===== src/rtl/riscv_writeback_pkg.sv =====
// Shared definitions for the RV32I writeback stage: datapath width, result-source
// codes, load funct3 codes and the load alignment rule.
package riscv_writeback_pkg;

   localparam int XLEN = 32;

   localparam logic [1:0] WB_SEL_ALU  = 2'd0;
   localparam logic [1:0] WB_SEL_LOAD = 2'd1;
   localparam logic [1:0] WB_SEL_PC4  = 2'd2;

   localparam logic [2:0] F3_LB  = 3'b000;
   localparam logic [2:0] F3_LH  = 3'b001;
   localparam logic [2:0] F3_LW  = 3'b010;
   localparam logic [2:0] F3_LBU = 3'b100;
   localparam logic [2:0] F3_LHU = 3'b101;

   // Unlisted funct3 codes behave as LW, so they need word alignment.
   function automatic logic load_misaligned(input logic [2:0] funct3, input logic [1:0] offset);
      logic mis;
      case (funct3)
         F3_LB, F3_LBU: mis = 1'b0;
         F3_LH, F3_LHU: mis = offset[0];
         default:       mis = (offset != 2'b00);
      endcase
      return mis;
   endfunction

endpackage


===== src/rtl/riscv_writeback_if.sv =====
// MEM-stage handshake, data-memory response and regfile write port of the
// writeback stage. The slave modport is the writeback stage itself.
interface riscv_writeback_if #(parameter int XLEN = 32);

   logic            i_wb_valid;
   logic            o_wb_ready;
   logic [1:0]      i_wb_sel;
   logic [4:0]      i_wb_rd_addr;
   logic            i_wb_rd_wen;
   logic [2:0]      i_wb_funct3;
   logic [XLEN-1:0] i_wb_alu_result;
   logic [XLEN-1:0] i_wb_pc_plus4;
   logic            i_dmem_rvalid;
   logic [XLEN-1:0] i_dmem_rdata;
   logic [XLEN-1:0] o_regfile_rd_data;
   logic [4:0]      o_regfile_rd_addr;
   logic            o_regfile_rd_wen;
   logic            o_wb_misalign;

   modport master (
      output i_wb_valid, i_wb_sel, i_wb_rd_addr, i_wb_rd_wen, i_wb_funct3,
             i_wb_alu_result, i_wb_pc_plus4, i_dmem_rvalid, i_dmem_rdata,
      input  o_wb_ready, o_regfile_rd_data, o_regfile_rd_addr, o_regfile_rd_wen,
             o_wb_misalign
   );

   modport slave (
      input  i_wb_valid, i_wb_sel, i_wb_rd_addr, i_wb_rd_wen, i_wb_funct3,
             i_wb_alu_result, i_wb_pc_plus4, i_dmem_rvalid, i_dmem_rdata,
      output o_wb_ready, o_regfile_rd_data, o_regfile_rd_addr, o_regfile_rd_wen,
             o_wb_misalign
   );

endinterface


===== src/rtl/riscv_load_align.sv =====
// Combinational load lane select and sign/zero extension of a 32-bit memory word.
module riscv_load_align #(
   parameter int XLEN = 32
) (
   input  logic [XLEN-1:0] rdata,
   input  logic [1:0]      offset,
   input  logic [2:0]      funct3,
   output logic [XLEN-1:0] result
);
   import riscv_writeback_pkg::*;

   logic [XLEN-1:0] shifted_s;
   logic [7:0]      byte_s;
   logic [15:0]     half_s;

   // Pick the addressed byte/halfword lane, then extend according to funct3.
   always_comb begin
      shifted_s = rdata >> {offset, 3'b000};
      byte_s    = shifted_s[7:0];
      half_s    = shifted_s[15:0];
      case (funct3)
         F3_LB:   result = {{(XLEN-8){byte_s[7]}}, byte_s};
         F3_LH:   result = {{(XLEN-16){half_s[15]}}, half_s};
         F3_LBU:  result = {{(XLEN-8){1'b0}}, byte_s};
         F3_LHU:  result = {{(XLEN-16){1'b0}}, half_s};
         default: result = rdata;
      endcase
   end

endmodule


===== src/rtl/riscv_writeback.sv =====
// RV32I writeback stage: selects ALU / load / PC+4 result and drives the regfile
// write port. Optional retire counter enabled by RISCV_WB_RETIRE_CNT_EN.
module riscv_writeback #(
   parameter int XLEN = 32
`ifdef RISCV_WB_RETIRE_CNT_EN
   , parameter int CNT_W = 64
`endif
) (
   input  logic               i_clk,
   input  logic               i_rst,
   riscv_writeback_if.slave   wb
`ifdef RISCV_WB_RETIRE_CNT_EN
   , output logic [CNT_W-1:0] o_wb_retire_cnt
`endif
);
   import riscv_writeback_pkg::*;

   localparam logic [0:0] ST_IDLE      = 1'b0;
   localparam logic [0:0] ST_LOAD_WAIT = 1'b1;

   logic [0:0]      state_r;
   logic            ready_r;
   logic [XLEN-1:0] rd_data_r;
   logic [4:0]      rd_addr_r;
   logic            rd_wen_r;
   logic            misalign_r;
   logic [4:0]      cap_addr_r;
   logic            cap_wen_r;
   logic [2:0]      cap_funct3_r;
   logic [1:0]      cap_offset_r;

   logic            accept_s;
   logic            is_load_s;
   logic            misaligned_s;
   logic [XLEN-1:0] direct_result_s;
   logic [XLEN-1:0] load_result_s;

   riscv_load_align #(.XLEN(XLEN)) u_load_align (
      .rdata  (wb.i_dmem_rdata),
      .offset (cap_offset_r),
      .funct3 (cap_funct3_r),
      .result (load_result_s)
   );

   // Accept decode and non-load result mux; reserved select code falls back to ALU.
   always_comb begin
      accept_s     = wb.i_wb_valid & ready_r;
      is_load_s    = (wb.i_wb_sel == WB_SEL_LOAD);
      misaligned_s = load_misaligned(wb.i_wb_funct3, wb.i_wb_alu_result[1:0]);
      if (wb.i_wb_sel == WB_SEL_PC4) begin
         direct_result_s = wb.i_wb_pc_plus4;
      end else begin
         direct_result_s = wb.i_wb_alu_result;
      end
   end

   // FSM, captured load context and registered regfile outputs.
   always_ff @(posedge i_clk or posedge i_rst) begin
      if (i_rst) begin
         state_r      <= ST_IDLE;
         ready_r      <= 1'b1;
         rd_data_r    <= {XLEN{1'b0}};
         rd_addr_r    <= 5'd0;
         rd_wen_r     <= 1'b0;
         misalign_r   <= 1'b0;
         cap_addr_r   <= 5'd0;
         cap_wen_r    <= 1'b0;
         cap_funct3_r <= 3'd0;
         cap_offset_r <= 2'd0;
      end else begin
         rd_wen_r   <= 1'b0;
         misalign_r <= 1'b0;
         case (state_r)
            ST_IDLE: begin
               if (accept_s) begin
                  if (!is_load_s) begin
                     rd_data_r <= direct_result_s;
                     rd_addr_r <= wb.i_wb_rd_addr;
                     rd_wen_r  <= wb.i_wb_rd_wen & (wb.i_wb_rd_addr != 5'd0);
                  end else if (misaligned_s) begin
                     misalign_r <= 1'b1;
                  end else begin
                     cap_addr_r   <= wb.i_wb_rd_addr;
                     cap_wen_r    <= wb.i_wb_rd_wen;
                     cap_funct3_r <= wb.i_wb_funct3;
                     cap_offset_r <= wb.i_wb_alu_result[1:0];
                     state_r      <= ST_LOAD_WAIT;
                     ready_r      <= 1'b0;
                  end
               end
            end
            ST_LOAD_WAIT: begin
               if (wb.i_dmem_rvalid) begin
                  rd_data_r <= load_result_s;
                  rd_addr_r <= cap_addr_r;
                  rd_wen_r  <= cap_wen_r & (cap_addr_r != 5'd0);
                  state_r   <= ST_IDLE;
                  ready_r   <= 1'b1;
               end
            end
            default: begin
               state_r <= ST_IDLE;
               ready_r <= 1'b1;
            end
         endcase
      end
   end

`ifdef RISCV_WB_RETIRE_CNT_EN
   logic [CNT_W-1:0] retire_cnt_r;
   logic             retire_s;

   // A retirement is a non-load accept, a misaligned load, or a load response.
   always_comb begin
      if (state_r == ST_IDLE) begin
         retire_s = accept_s & (!is_load_s | misaligned_s);
      end else begin
         retire_s = wb.i_dmem_rvalid;
      end
   end

   // Free-running retire counter, wraps naturally.
   always_ff @(posedge i_clk or posedge i_rst) begin
      if (i_rst) begin
         retire_cnt_r <= {CNT_W{1'b0}};
      end else if (retire_s) begin
         retire_cnt_r <= retire_cnt_r + {{(CNT_W-1){1'b0}}, 1'b1};
      end
   end

   assign o_wb_retire_cnt = retire_cnt_r;
`endif

   assign wb.o_wb_ready        = ready_r;
   assign wb.o_regfile_rd_data = rd_data_r;
   assign wb.o_regfile_rd_addr = rd_addr_r;
   assign wb.o_regfile_rd_wen  = rd_wen_r;
   assign wb.o_wb_misalign     = misalign_r;

endmodule


===== src/flat_wrapper.sv =====
// flat-port wrapper written by rule: the top's interface ports become plain ports
module riscv_writeback_flat import riscv_writeback_pkg::*;
#(
   parameter int XLEN = 32

)
  (i_clk, i_rst, wb_i_wb_valid, wb_i_wb_sel, wb_i_wb_rd_addr, wb_i_wb_rd_wen, wb_i_wb_funct3, wb_i_wb_alu_result, wb_i_wb_pc_plus4, wb_i_dmem_rvalid, wb_i_dmem_rdata, wb_o_wb_ready, wb_o_regfile_rd_data, wb_o_regfile_rd_addr, wb_o_regfile_rd_wen, wb_o_wb_misalign);
  riscv_writeback_if #(.XLEN(XLEN)) wb_i ();
  input  logic i_clk;
  input  logic i_rst;
  input wire logic [$bits(wb_i.i_wb_valid)-1:0] wb_i_wb_valid;
  input wire logic [$bits(wb_i.i_wb_sel)-1:0] wb_i_wb_sel;
  input wire logic [$bits(wb_i.i_wb_rd_addr)-1:0] wb_i_wb_rd_addr;
  input wire logic [$bits(wb_i.i_wb_rd_wen)-1:0] wb_i_wb_rd_wen;
  input wire logic [$bits(wb_i.i_wb_funct3)-1:0] wb_i_wb_funct3;
  input wire logic [$bits(wb_i.i_wb_alu_result)-1:0] wb_i_wb_alu_result;
  input wire logic [$bits(wb_i.i_wb_pc_plus4)-1:0] wb_i_wb_pc_plus4;
  input wire logic [$bits(wb_i.i_dmem_rvalid)-1:0] wb_i_dmem_rvalid;
  input wire logic [$bits(wb_i.i_dmem_rdata)-1:0] wb_i_dmem_rdata;
  output wire logic [$bits(wb_i.o_wb_ready)-1:0] wb_o_wb_ready;
  output wire logic [$bits(wb_i.o_regfile_rd_data)-1:0] wb_o_regfile_rd_data;
  output wire logic [$bits(wb_i.o_regfile_rd_addr)-1:0] wb_o_regfile_rd_addr;
  output wire logic [$bits(wb_i.o_regfile_rd_wen)-1:0] wb_o_regfile_rd_wen;
  output wire logic [$bits(wb_i.o_wb_misalign)-1:0] wb_o_wb_misalign;
  assign wb_i.i_wb_valid = wb_i_wb_valid;
  assign wb_i.i_wb_sel = wb_i_wb_sel;
  assign wb_i.i_wb_rd_addr = wb_i_wb_rd_addr;
  assign wb_i.i_wb_rd_wen = wb_i_wb_rd_wen;
  assign wb_i.i_wb_funct3 = wb_i_wb_funct3;
  assign wb_i.i_wb_alu_result = wb_i_wb_alu_result;
  assign wb_i.i_wb_pc_plus4 = wb_i_wb_pc_plus4;
  assign wb_i.i_dmem_rvalid = wb_i_dmem_rvalid;
  assign wb_i.i_dmem_rdata = wb_i_dmem_rdata;
  assign wb_o_wb_ready = wb_i.o_wb_ready;
  assign wb_o_regfile_rd_data = wb_i.o_regfile_rd_data;
  assign wb_o_regfile_rd_addr = wb_i.o_regfile_rd_addr;
  assign wb_o_regfile_rd_wen = wb_i.o_regfile_rd_wen;
  assign wb_o_wb_misalign = wb_i.o_wb_misalign;
  riscv_writeback #(.XLEN(XLEN)) u_core (.i_clk(i_clk), .i_rst(i_rst), .wb(wb_i));
endmodule

===== config.mk =====
export PLATFORM = sky130hd
export DESIGN_NAME = riscv_writeback_flat
export DESIGN_NICKNAME = d
export VERILOG_FILES = /design/src/rtl/riscv_writeback_pkg.sv /design/src/rtl/riscv_writeback_if.sv /design/src/rtl/riscv_load_align.sv /design/src/rtl/riscv_writeback.sv /design/src/flat_wrapper.sv
export SDC_FILE = /design/constraint.sdc
export NUM_CORES = 1
export LEC_CHECK = 0
export BUFFER_PORTS_ARGS = -buffer_cell sky130_fd_sc_hd__clkbuf_2
export CORE_MARGIN = 2
export CORE_UTILIZATION = 48
export CTS_BUF_LIST = sky130_fd_sc_hd__clkbuf_4 sky130_fd_sc_hd__clkbuf_8
export DETAILED_ROUTE_END_ITERATION = 12
export HOLD_SLACK_MARGIN = 0.02
export PLACE_DENSITY_LB_ADDON = 0.12
export SYNTH_ARGS = -nofsm -noshare
export SYNTH_HDL_FRONTEND = slang
export SYNTH_SLANG_ARGS = --single-unit

===== constraint.sdc =====
create_clock -name i_clk -period 2.2 [get_ports i_clk]
set_clock_uncertainty 0.15 [all_clocks]
set_input_delay 0.22 -clock i_clk [delete_from_list [all_inputs] [get_ports i_clk]]
set_output_delay 0.22 -clock i_clk [all_outputs]
set_load 0.01 [all_outputs]

==> impl_metrics.tcl, run 1 <==
set metrics [dict create \
    status "completed" \
    synth_area_leaders "dfrtp_1, mux2_1, mux2_2" \
    grt.total_usage 0.246 \
    ys.warnings.count 0 \
    synth_top_family_by_area "compound AO/OA/AOI/OAI gates" \
    postCtsSetupRepairBufs 0 \
    synth_cells 300 \
    antenna_found_initial 0 \
    cts_tree "done" \
    p_per_area_nw_per_um2 1050 \
    viasPerCell 5.73 \
    worstPathArrival_ps 1930 \
    hold_path_class "input port to flip-flop" \
    critPathLaunchType "flip-flop" \
    place_hpwl_um 6830 \
    synth-xor-area-share 0 \
    dpl_cell_area_um2 3940 \
    grt_pass1_wl_um 14000 \
    final.period_utilization 0.866 \
    synth_area_um2 3110 \
    period_minus_slack_ps 1900 \
    io-pin-count 151 \
    detail_route.iter0.violations 201 \
    wl_per_cell_um 16.5 \
    syn_to_final_growth_pct 34.1 \
    routed_wl_um 8790 \
    path_cells "and3b_1 > a21oi_4 > buf_12 > a222oi_1 > nand2_2" \
    finalMaxSlewViolations 0 \
    ys_types 39 \
    p_total_uw 4370 \
    slew_headroom 0.521 \
    critPathKind "flip-flop to flip-flop" \
    critical-path-top-delay-family "flip-flops" \
    cts_made_buffers 5 \
    synth_compound_area_frac 0.217 \
    postLayoutSetupSlackWorst_ps 295 \
    slowest_stage "dfstp_2" \
    die_h_um 84.6 \
    tightest_slew_ps 717 \
    drc 0 \
    port_buffers 150 \
    syn_nets 411 \
    grt_pass1_vias 3005 \
    setup_viol 0 \
    coreArea_um2 6310 \
    hold_violations 0 \
    p_leak_uw 0.00206 \
    grt_max_degree 59 \
    die-area_um2 7150 \
    final_layout_size_suffix_gt1_frac 0.448 \
    path_clk_slew_ps 100 \
    diodes 0 \
    design_area_um2 4180 \
    clock.fmax_mhz 525 \
    avgSynthCellArea_um2 10.4 \
    ir_worst_vdd_mv 0.762 \
    firstDrtPassIters 5 \
    rows 29 \
    htreeDepth 2 \
    synth_top_area_frac 0.410 \
    place_congestion 0.808 \
    start_util 0.493 \
    grt_overflow 0 \
    yosys-mux-area-fraction 0.182 \
    cp_max_fo 58 \
    synth-simple-area-share 0.135 \
    die_w_um 84.6 \
    cp_num_buf_inv 1 \
    required_ps 2230 \
    maxCapViolations 0 \
    cts.sinks 52 \
    synth_largest_area_cell "dfrtp_1" \
    ys_seq_area_frac 0.418 \
    clk_latency_ps 310 \
    drtAntennaViolNets 0 \
    vias 3050 \
    yosys_register_bits 52 \
    rsz0062_at_grt "no" \
    place_ws_ps 112 \
    setup.worst_path.end_class "flip-flop" \
    cts_buffer_depth 2 \
    cpPeakStageDelay_ps 550 \
    synthAdderAreaFrac 0 \
    cts-root-buf "clkbuf_8" \
    final.setup.tns_ps 0 \
    fin_nets 565 \
]
## per-stage QoR
stage / hold WS (ps) / utilization / instances
finish: 26.9 / 0.661 / 532
global route: 35.6 / 0.661 / 532
CTS: 23.0 / 0.660 / 532
detailed placement: 55.0 / 0.624 / 511
global placement: 54.8 / 0.624 / 511
floorplan: 166 / - / 300
## final timing paths
kind	cells past startpoint	slack, ps	endpoint	startpoint
worst min register to register	2	350	u_core.wb.o_regfile_rd_addr[1]	u_core.wb.o_regfile_rd_addr[1]
max in group asynchronous	4	1020	u_core.wb.o_wb_ready	i_rst
worst max-delay path	5	300	u_core.wb.o_regfile_rd_data[20]	u_core.wb.o_wb_ready
worst min-delay path	2	30	u_core.cap_offset_r[0]	wb_i_wb_alu_result[0]
worst max register to register	5	300	u_core.wb.o_regfile_rd_data[20]	u_core.wb.o_wb_ready
min in group asynchronous	3	260	u_core.cap_addr_r[2]	i_rst
## flip-flops by register name, indices dropped and copies added, names as in the netlist
signal                       flops
u_core.cap_addr_r                5
u_core.cap_funct3_r              3
u_core.cap_offset_r              2
u_core.cap_wen_r                 1
u_core.state_r                   1
u_core.wb.o_regfile_rd_addr      5
u_core.wb.o_regfile_rd_data     32
u_core.wb.o_regfile_rd_wen       1
u_core.wb.o_wb_misalign          1
u_core.wb.o_wb_ready             1
## routing by layer
metal	GRT usage	share of wire
met1	0.304	0.42
met2	0.440	0.51
met3	0.0383	0.062
met4	0.0750	0.015
met5	0	0
## Yosys cell counts
| cell | n |
|---|---|
| and3_1 | 1 |
| nand2b_1 | 2 |
| mux4_2 | 1 |
| a21oi_1 | 10 |
| a22oi_1 | 8 |
| nand2_1 | 47 |
| o211ai_2 | 1 |
| a221oi_1 | 7 |
| buf_6 | 3 |
| inv_1 | 2 |
| dfrtp_1 | 51 |
| buf_4 | 2 |
| o21ai_1 | 5 |
| o221ai_1 | 9 |
| nor2b_1 | 11 |
| nand3b_1 | 1 |
| o21bai_1 | 1 |
| o21ai_0 | 2 |
| clkbuf_1 | 10 |
| a22o_1 | 8 |
| a222oi_1 | 16 |
| and3b_1 | 1 |
| buf_2 | 9 |
| a32oi_1 | 7 |
| nor2_1 | 2 |
| mux2i_1 | 7 |
| dfstp_2 | 1 |
| or4_1 | 2 |
| nor4b_4 | 1 |
| a21o_1 | 1 |
| nand4_1 | 1 |
| buf_1 | 3 |
| mux2_1 | 24 |
| o22ai_1 | 1 |
| nand2_2 | 10 |
| a31oi_1 | 8 |
| o211ai_1 | 2 |
| mux2_2 | 18 |
| and2_1 | 4 |
## timing repair
| item | CTS | global route |
|---|---|---|
| setup endpoints to repair | 0 | 3 |
| endpoints found under the hold margin | 29 | 0 |
| hold buffers | 13 | 0 |
| resized for setup | 0 | 1 |
## logic make-up after synthesis
logic type | Yosys count
DFF | 52
and+or+nand+nor | 83
muxes | 50
AOI/OAI and AO/OA | 86
buffers and inverters | 29
## where the power goes
group	internal, uW	switching [uW]	total (uW)
logic	996	1100	2100
registers	1400	304	1700
clock network	234	331	565
total	2630	1740	4370
## layout make-up
| cell class | count | area [um2] |
|---|---|---|
| flip-flops and latches | 52 | 1300 |
| well taps | 77 | 96.3 |
| repair buffers | 174 | 988 |
| fillers | 541 | 2140 |
| inverters | 2 | 7.51 |
| multi-input cells | 219 | 1680 |
| clock buffers | 5 | 68.8 |
| clock inverters | 3 | 27.5 |
## placed cells by master (no fill, tap or decap), drive strengths merged, types with 2 or more instances in the layout
cell type	count
a221oi	7
a222oi	16
a22o	8
nand2	57
a32oi	7
inv	3
nor2b	11
or4	2
o211ai	3
dlygate4sd3	13
o221ai	9
buf	11
mux2	42
mux2i	7
and2	4
dfrtp	51
a22oi	8
nand2b	2
nor2	2
a21oi	10
o21ai	7
a31oi	8
clkbuf	155
Note: power is estimated with default switching activity, not from simulation.
==> run 2: changes to the inputs <==
--- a/config.mk
+++ b/config.mk
@@ -7,11 +7,12 @@
 export LEC_CHECK = 0
 export BUFFER_PORTS_ARGS = -buffer_cell sky130_fd_sc_hd__clkbuf_2
 export CORE_MARGIN = 2
-export CORE_UTILIZATION = 48
+export CORE_UTILIZATION = 51
 export CTS_BUF_LIST = sky130_fd_sc_hd__clkbuf_4 sky130_fd_sc_hd__clkbuf_8
 export DETAILED_ROUTE_END_ITERATION = 12
 export HOLD_SLACK_MARGIN = 0.02
 export PLACE_DENSITY_LB_ADDON = 0.12
 export SYNTH_ARGS = -nofsm -noshare
 export SYNTH_HDL_FRONTEND = slang
+export SYNTH_HIERARCHICAL = 1
 export SYNTH_SLANG_ARGS = --single-unit
==> impl_metrics.tcl, run 2 <==
set metrics [dict create \
    status "complete, but fails checks" \
    violations "negative setup slack" \
    reg2reg_depth 7 \
    cts_tree "done" \
    place_congestion 0.986 \
    drtAntennaViolNets 0 \
    port_buffers 150 \
    rows 31 \
    path_clk_slew_ps 100 \
    layout_common_cells "clkbuf_2, nand2_1, dfrtp_1, inv_1, or4bb_1" \
    hp-start "wb_i_wb_funct3[1]" \
    cp_max_fo 8 \
    place_hpwl_um 8640 \
    maxCapViolations 0 \
    fin_nets 658 \
    final_layout_size_suffix_gt1_frac 0.498 \
    final_common_cell "clkbuf_2" \
    critPathLaunchType "flip-flop" \
    detail_route.iter0.violations 176 \
    htreeDepth 2 \
    synth-simple-area-share 0.180 \
    p_leak_uw 0.00251 \
    avgSynthCellArea_um2 9.98 \
    synth_top_area_frac 0.332 \
    grt_overflow 0 \
    synth_compound_area_frac 0.181 \
    ys_types 39 \
    rr_endpoint "u_core/wb.o_regfile_rd_data[22]" \
    drc 0 \
    hold_path_class "input port to flip-flop" \
    period_minus_slack_ps 2220 \
    p_per_area_nw_per_um2 1100 \
    die_w_um 90.8 \
    synth_largest_area_cell "dfrtp_1" \
    synthAdderAreaFrac 0 \
    cts_buffer_depth 2 \
    finalMaxSlewViolations 0 \
    synth_area_leaders "dfrtp_1, mux2_4, or4bb_1" \
    fin_util 0.705 \
    clk_latency_ps 310 \
    yosys_register_bits 52 \
    p_total_uw 5650 \
    vias 3671 \
    wl_per_cell_um 17.8 \
    synth_common_cells "nand2_1, dfrtp_1, inv_1, o311ai_0, or4bb_1" \
    fin_cells 647 \
    start_util 0.527 \
    async_reset_ff_frac 1.00 \
    largest_reg_flops 32 \
    yosysMostFrequentCell "nand2_1" \
    startpoint "u_core/cap_offset_r[0]" \
    grt_pass1_vias 3804 \
    grt_pass1_wl_um 18400 \
    antenna_found_initial 0 \
    grt_max_degree 61 \
    rrSetupSlack_ps -20 \
    clock.fmax_mhz 451 \
    cts-root-buf "clkbuf_8" \
    synth-xor-area-share 0 \
    postLayoutSetupSlackWorst_ps -17.2 \
    place_ws_ps -30.2 \
    die-area_um2 8250 \
    dp_cells 626 \
    synth_edf_count 0 \
    diodes 0 \
    final.period_utilization 1.01 \
    worstPathArrival_ps 2270 \
    hold_path_depth 3 \
    synth_area_um2 3840 \
    rsz0062_at_grt "yes" \
    setup_viol 1 \
    ys.flop_type "dfrtp_1" \
    fin_hold_ws_ps 23.6 \
    ys.warnings.count 6 \
    hold-path-endpoint "u_core/wb.o_wb_misalign" \
    slew_headroom 0.646 \
    r2r_start "u_core/cap_offset_r[0]" \
    synth_top_family_by_area "multiplexers" \
    setup.worst_path.end_class "flip-flop" \
    ys_seq_area_frac 0.339 \
    yosys-mux-area-fraction 0.221 \
    cts_made_buffers 5 \
    firstDrtPassIters 4 \
    synth_cells 385 \
    routed_wl_um 11500 \
    required_ps 2250 \
    coreArea_um2 7290 \
    syn_to_final_growth_pct 33.7 \
    io-pin-count 151 \
    syn_nets 496 \
    tightest_slew_ps 530 \
    hold_violations 0 \
    die_h_um 90.8 \
    ir_worst_vdd_mv 0.591 \
    grt.total_usage 0.275 \
    cts.sinks 52 \
    viasPerCell 5.67 \
    critPathKind "flip-flop to flip-flop" \
]
-- run 2: cell types whose count changed in the layout (fill, tap and decap cells not counted), moves of 9 or more --
cell / before / now
inv_1: 1 / 37
mux2_1: 24 / 0
o221ai_1: 9 / 0
nand2_1: 47 / 67
nor2b_1: 10 / 0
o311ai_0: 0 / 14
a222oi_1: 16 / 0
mux2_4: 0 / 30
nand2_2: 10 / 0
o311ai_1: 0 / 12
or4bb_1: 0 / 32
mux2_2: 18 / 30
buf_4: 9 / 22
-- run 2: layer usage --
| layer | global-route usage | part of all wire | vias to the layer above |
|---|---|---|---|
| li1 | - | - | 1750 |
| met1 | 0.338 | 0.42 | 1779 |
| met2 | 0.475 | 0.50 | 125 |
| met3 | 0.0659 | 0.064 | 17 |
| met4 | 0.0884 | 0.018 | 0 |
| met5 | 0 | 0 | - |
-- run 2: worst max-delay path, stage by stage, from the launching register on --
cell and delay (ps):
dfrtp_1 380, mux4_2 590, o211ai_4 260, clkbuf_16 200, o21ai_1 60, nand2_1 90, o311ai_2 110, mux2_4 270
-- run 2: through the flow --
stage               TNS (ps)  area [um2]
finish                 -17.2        5140
global route            -578        5140
CTS                        0        5010
detailed placement      -116        4780
global placement       -19.1        4780
floorplan                  0        3840
-- run 2: kinds of logic after synthesis --
| kind of cell | after synthesis |
|---|---|
| multiplexers | 65 |
| AO/OA/AOI/OAI | 87 |
| AND/OR/NAND/NOR | 110 |
| buffers and inverters | 71 |
| flip-flops | 52 |
-- run 2: timing repair --
action                                  CTS  global route
setup buffers                             1             1
pin swaps                                 1            14
hold endpoints to repair                 31             0
endpoints found under the setup margin    9            26
gates cloned                              0             1
hold buffers                             10             0
resized for setup                         1            47
-- run 2: area by class of cell --
class | instances | area [um2]
clock buffer | 6 | 82.6
clock inverter | 2 | 13.8
fill | 608 | 2150
inverter | 38 | 143
multi-input combinational | 262 | 2340
sequential | 52 | 1300
tap | 99 | 124
timing repair buffer | 188 | 1130
-- run 2: worst max-delay path by stage --
stage / endpoint / slack (ps)
5_1_grt: u_core/wb.o_regfile_rd_data[22] / -60
2_1_floorplan: u_core/wb.o_regfile_rd_data[27] / 60
3_5_place_dp: u_core/wb.o_regfile_rd_data[26] / -30
6_report: u_core/wb.o_regfile_rd_data[22] / -20
3_3_place_gp: u_core/wb.o_regfile_rd_data[26] / -20
4_1_cts: u_core/wb.o_regfile_rd_data[27] / 4
-- run 2: where the power goes --
group,switching [uW],leakage [uW],internal [uW]
Combinational,1620,0.00183,1730
Clock,345,0.0000516,259
Sequential,287,0.000629,1420
